### src/rtl/ifetch_unit.sv
// rtl/ifetch_unit.sv - single-entry instruction fetch unit with redirect/drop handling
//
// Purpose: issues one instruction-bus request at a time, buffers the returned
// word for the decode stage, and cancels in-flight requests on redirects.
// Optional build macro: IFETCH_MISALIGN_CHECK_EN enables misaligned-fetch
// detection (no bus request for an address with [1:0] != 0; a fault entry is
// presented instead).
//
// Ports:
//   clk, reset          clock, synchronous active-high reset
//   ireq_valid/addr     instruction-bus request (held until iresp_data_ok)
//   iresp_data_ok/data  one-cycle response pulse with instruction word
//   redirect_valid/pc   control-flow redirect from a later stage
//   stall               downstream cannot accept the held instruction
//   instr_valid, raw_instr, pc, misalign   buffered entry for decode
module ifetch_unit #(
    parameter logic [63:0] PCINIT = 64'h0000_0000_8000_0000
) (
    input  logic        clk,
    input  logic        reset,
    output logic        ireq_valid,
    output logic [63:0] ireq_addr,
    input  logic        iresp_data_ok,
    input  logic [31:0] iresp_data,
    input  logic        redirect_valid,
    input  logic [63:0] redirect_pc,
    input  logic        stall,
    output logic        instr_valid,
    output logic [31:0] raw_instr,
    output logic [63:0] pc,
    output logic        misalign
);

    typedef enum logic [1:0] {
        S_FETCH = 2'd0,
        S_HOLD  = 2'd1,
        S_DROP  = 2'd2
    } state_t;

    state_t      state_q, state_n;
    logic [63:0] req_addr_q, req_addr_n;
    logic [63:0] pend_q, pend_n;

    // Buffer update controls
    logic        buf_load;
    logic        buf_clear;
    logic [31:0] buf_instr;
    logic [63:0] buf_pc;

    // New request target (redirect, pending target or sequential pc+4)
    logic        take_target;
    logic [63:0] target;

    logic        data_ok;

`ifdef IFETCH_MISALIGN_CHECK_EN
    logic        misalign_q;
    logic        buf_mis;
`endif

    // The bus is reset with us, so a response can only belong to a live request.
    assign ireq_valid = !reset && (state_q != S_HOLD);
    assign ireq_addr  = req_addr_q;
    assign data_ok    = iresp_data_ok && ireq_valid;

    always_comb begin
        state_n     = state_q;
        req_addr_n  = req_addr_q;
        pend_n      = pend_q;
        buf_load    = 1'b0;
        buf_clear   = 1'b0;
        buf_instr   = iresp_data;
        buf_pc      = req_addr_q;
        take_target = 1'b0;
        target      = req_addr_q;
`ifdef IFETCH_MISALIGN_CHECK_EN
        buf_mis     = 1'b0;
`endif

        case (state_q)
            S_FETCH: begin
                if (redirect_valid) begin
                    if (data_ok) begin
                        // Response arrives with the redirect: drop it, go straight on.
                        take_target = 1'b1;
                        target      = redirect_pc;
                    end else begin
                        // Request still in flight: wait it out before re-issuing.
                        pend_n  = redirect_pc;
                        state_n = S_DROP;
                    end
                end else if (data_ok) begin
                    buf_load = 1'b1;
                    state_n  = S_HOLD;
                end
            end
            S_HOLD: begin
                if (redirect_valid) begin
                    buf_clear   = 1'b1;
                    take_target = 1'b1;
                    target      = redirect_pc;
                end else if (!stall) begin
                    buf_clear   = 1'b1;
                    take_target = 1'b1;
                    target      = pc + 64'd4;
                end
            end
            S_DROP: begin
                if (data_ok) begin
                    // Same-cycle redirect is the newest target.
                    take_target = 1'b1;
                    target      = redirect_valid ? redirect_pc : pend_q;
                end else if (redirect_valid) begin
                    pend_n = redirect_pc;
                end
            end
            default: begin
                state_n = S_FETCH;
            end
        endcase

        if (take_target) begin
            req_addr_n = target;
            state_n    = S_FETCH;
`ifdef IFETCH_MISALIGN_CHECK_EN
            if (target[1:0] != 2'b00) begin
                // Never issue a misaligned address; present a fault entry instead.
                state_n   = S_HOLD;
                buf_clear = 1'b0;
                buf_load  = 1'b1;
                buf_instr = 32'd0;
                buf_pc    = target;
                buf_mis   = 1'b1;
            end
`endif
        end
    end

    always_ff @(posedge clk) begin
        if (reset) begin
            state_q     <= S_FETCH;
            req_addr_q  <= PCINIT;
            pend_q      <= 64'd0;
            instr_valid <= 1'b0;
            raw_instr   <= 32'd0;
            pc          <= 64'd0;
        end else begin
            state_q    <= state_n;
            req_addr_q <= req_addr_n;
            pend_q     <= pend_n;
            if (buf_load) begin
                instr_valid <= 1'b1;
                raw_instr   <= buf_instr;
                pc          <= buf_pc;
            end else if (buf_clear) begin
                instr_valid <= 1'b0;
            end
        end
    end

`ifdef IFETCH_MISALIGN_CHECK_EN
    always_ff @(posedge clk) begin
        if (reset) begin
            misalign_q <= 1'b0;
        end else if (buf_load) begin
            misalign_q <= buf_mis;
        end else if (buf_clear) begin
            misalign_q <= 1'b0;
        end
    end

    assign misalign = misalign_q;
`else
    assign misalign = 1'b0;
`endif

endmodule

### config.mk
export PLATFORM = sky130hd
export DESIGN_NAME = ifetch_unit
export DESIGN_NICKNAME = d
export VERILOG_FILES = /design/src/rtl/ifetch_unit.sv
export SDC_FILE = /design/constraint.sdc
export NUM_CORES = 1
export LEC_CHECK = 0
export CORE_ASPECT_RATIO = 2
export CORE_MARGIN = 2
export CORE_UTILIZATION = 50
export CTS_CLUSTER_DIAMETER = 80
export CTS_CLUSTER_SIZE = 16
export DETAILED_ROUTE_END_ITERATION = 12
export GPL_TIMING_DRIVEN = 0
export PLACE_DENSITY = 0.81
export SYNTH_ARGS = -nofsm -noshare
export SYNTH_HDL_FRONTEND = slang
export SYNTH_SLANG_ARGS = --single-unit
### constraint.sdc
create_clock -name clk -period 3.35 [get_ports clk]
set_clock_uncertainty 0.05 [all_clocks]
set_input_delay 0.8375 -clock clk [delete_from_list [all_inputs] [get_ports clk]]
set_output_delay 0.8375 -clock clk [all_outputs]
set_load 0.02 [all_outputs]
==> results by group <==
Synth
  – Sequential fraction of the synthesis area: 0.433
  – Seq cells post-synth: 227
  – Synth Warn #: 0
  – Synth Instances: 1370
  – Post-synthesis cell type count: 54
  – Top cells by area, synth: dfxtp_1 43%, nand2_1 13%, a21oi_1 9.5%
  – Ys async rst share: 0
  – Dominant cell type by area after synthesis: dfxtp_1
  – Number of synthesized flops with an enable pin: 0
  – Avg Cell Area, Syn: 7.65 um2
  – Top_reg_cell synth: dfxtp_1
  – Net Count, Synth: 1477
  – Synth top area share: 0.433
  – Synth Cell Area: 10500 um2

Route
  – Drt wl/cell: 20.8 um
  – Vias per inst: 6.15
  – # DRC: 0
  – Met2 wire length: 19100 um
  – Metal-1 WL: 14300 um
  – Via count: 11800
  – Drt total wl: 39900 um
  – Iter 0 DRT Violations: 968
  – Router iterations before antenna repair: 6
  – WL met3: 4130 um
  – DR top layer: met4
  – Post-DRT Antenna Nets: 0

Clock network
  – CTS buffer count: 18
  – Root Buffer: clkbuf_16
  – Clock H-tree levels: 1
  – CTS tree: done
  – Clk slew on worst S/H paths: 0.08 ns
  – Clock latency on the worst-skew pair: 0.51 ns
  – CTS Hold Bufs: 0
  – Max Buffers Root-to-Sink: 3
  – Clock Sinks: 227
  – Post-CTS Setup Inserts: 0

Pwr
  – Max VDD drop: 0.000417 V
  – Pwr/cell area: 440 nW/um2
  – Leak: 4.64 nW
  – Tot Pwr: 6.16 mW

Setup path
  – Critical Path RT: 3.72 ns
  – CP startpoint kind: flop
  – CP startpoint: pc[4]
  – Critical path endpoint category: flop
  – Crit Reg-Reg Startpoint: pc[4]
  – Crit path to: ireq_addr[63]
  – Critical path fanouts, max: 7
  – Reg-to-Reg End: ireq_addr[63]
  – R2R depth: 8
  – Data arrival, critical path: 3.64 ns
  – Crit path kind: reg2reg
  – FF-to-FF setup slack: 0.08 ns

Status
  – Status: finished, final reports clean

Global route
  – All-Layer GR Usage: 0.348
  – Vias in the first global route: 11600
  – Initial antenna violation count: 0
  – First-pass GRT wire length: 61600 um
  – Grt total ovfl: 0
  – Largest net degree at the start of global routing: 17

Die
  – Site Rows: 75
  – Die Y: 209 um
  – Core Box Area: 20700 um2
  – Starting Density: 0.506
  – Die area: 22200 um2
  – Die W: 106 um
  – Top Ports: 264

Placement
  – Place WS: -0.948 ns
  – Placed Area: 13400 um2
  – IO buf count: 262
  – RePlAce Congestion: 1.03
  – HPWL after DPL: 29200 um

Finish
  – Layout Nets: 1758
  – Share of cells above drive strength 1: 0.0309
  – Area Growth Syn to Fin: 33.5%
  – Design area: 14000 um2

STA
  – Setup slack after layout: 0.0787 ns
  – Worst rel slew slack: 0.338
  – Worst Tran Pin Value: 0.984 ns
  – Final Hold Fails: 0
  – Slew Viols, Final: 0
  – Fmax: 0.306 GHz
  – Min Tclk post-route: 3.27 ns
  – Final period utilization: 0.977
  – Final setup vio count: 0

Flow run
  – # Max-Cap Violations: 0

Hold path
  – Path type of the worst min-delay path: reg2reg
flip-flops by register name (all words and copies together) (netlist names):
name and flops:
raw_instr 32, instr_valid 1, state_q 2, pc 64, pend_q 64, ireq_addr 64
synth_stat cells, types with 14 or more instances:
library cell,instances
a222oi_1,19
nand3_1,24
o21ai_0,72
clkbuf_1,103
o32ai_1,15
a221o_1,18
xor2_1,30
inv_1,14
a221oi_1,24
nor3_1,26
xnor2_1,23
nand2_1,376
nand4_1,21
nor4_1,14
a21oi_1,200
dfxtp_1,227
nor2_1,55
cell type report:
type / count / area (um2)
clock buffers: 19 / 475
fillers: 1713 / 6740
flip-flops and latches: 227 / 4540
diodes: 1 / 2.50
repair buffers: 262 / 2630
inverters: 14 / 52.6
multi-input cells: 1020 / 5520
clock inverters: 1 / 16.3
plain buffers: 108 / 422
well taps: 269 / 337
metrics by stage:
stage           TNS, ns   util  hold slack (ns)  instances
3_5_place_dp     -72.28  0.648            0.398       1901
2_1_floorplan         0      -            0.386       1370
6_report              0  0.675            0.409       1921
4_1_cts               0  0.673            0.407       1920
5_1_grt        -0.00591  0.675            0.421       1920
3_3_place_gp     -64.55  0.648            0.391       1901
metal layers:
metal | track usage | vias up
li1 | - | 5364
met4 | 0.202 | 0
met1 | 0.407 | 5474
met5 | 0 | -
met3 | 0.0671 | 173
met2 | 0.587 | 807
critical path: stages (launching register included):
cell	delay, ns
dfxtp_1	0.33
clkbuf_1	0.31
nand4_1	0.24
or3_1	0.43
clkbuf_1	0.24
nor3_2	0.65
nand4_1	0.41
xor2_1	0.25
o32ai_1	0.26
power by group:
group          switching (mW)  total [mW]  internal, mW
clock                   0.996        2.01          1.01
combinational           0.760        1.21         0.449
sequential              0.103        2.94          2.83
cell families (layout without fill, tap and decap cells):
logic type               after synthesis  in the layout  synth area share
AND/OR/NAND/NOR                      566            566             0.235
buffers and inverters                123            404            0.0444
multiplexers                           5              5           0.00477
flip-flops                           227            227             0.433
AO/OA/AOI/OAI                        389            389             0.231
adder cells (fa/ha/maj)                6              6           0.00716
other                                  1              2          0.000358
XOR/XNOR                              53             53            0.0443
cells in the final DEF, fill, tap and decap left out, types with 5 or more instances in the layout:
cell type / n
or4_1: 5
nand2b_1: 9
nand4_1: 21
nor3_1: 26
nor2_1: 53
a222oi_1: 19
clkbuf_2: 6
dfxtp_1: 227
and3_1: 5
a221oi_1: 24
or2_2: 5
a221o_1: 18
ha_1: 6
xnor2_1: 23
a22o_1: 10
xor2_1: 30
nor4_1: 11
nand3_1: 24
nand2_1: 375
inv_1: 14
clkbuf_16: 19
or3_1: 5
o211ai_1: 7
o21ai_0: 72
mux2i_1: 5
o32ai_1: 15
clkbuf_1: 95
clkdlybuf4s50_1: 261
a21oi_1: 200
how the worst min path moves through the flow:
stage,start,cells after the start,slack [ns],endpoint
floorplan,pend_q[16],2,0.39,pend_q[16]
global placement,pend_q[9],2,0.39,pend_q[9]
detailed placement,pend_q[41],2,0.40,pend_q[41]
CTS,pend_q[41],2,0.41,pend_q[41]
global route,pend_q[60],2,0.42,pend_q[60]
finish,pend_q[41],2,0.41,pend_q[41]
timing repair:
item / in CTS / in global routing
setup endpoints to repair: 71 / 77
resized for setup: 7 / 19
pin swaps: 1 / 0
(Power assumes the default switching activity.)
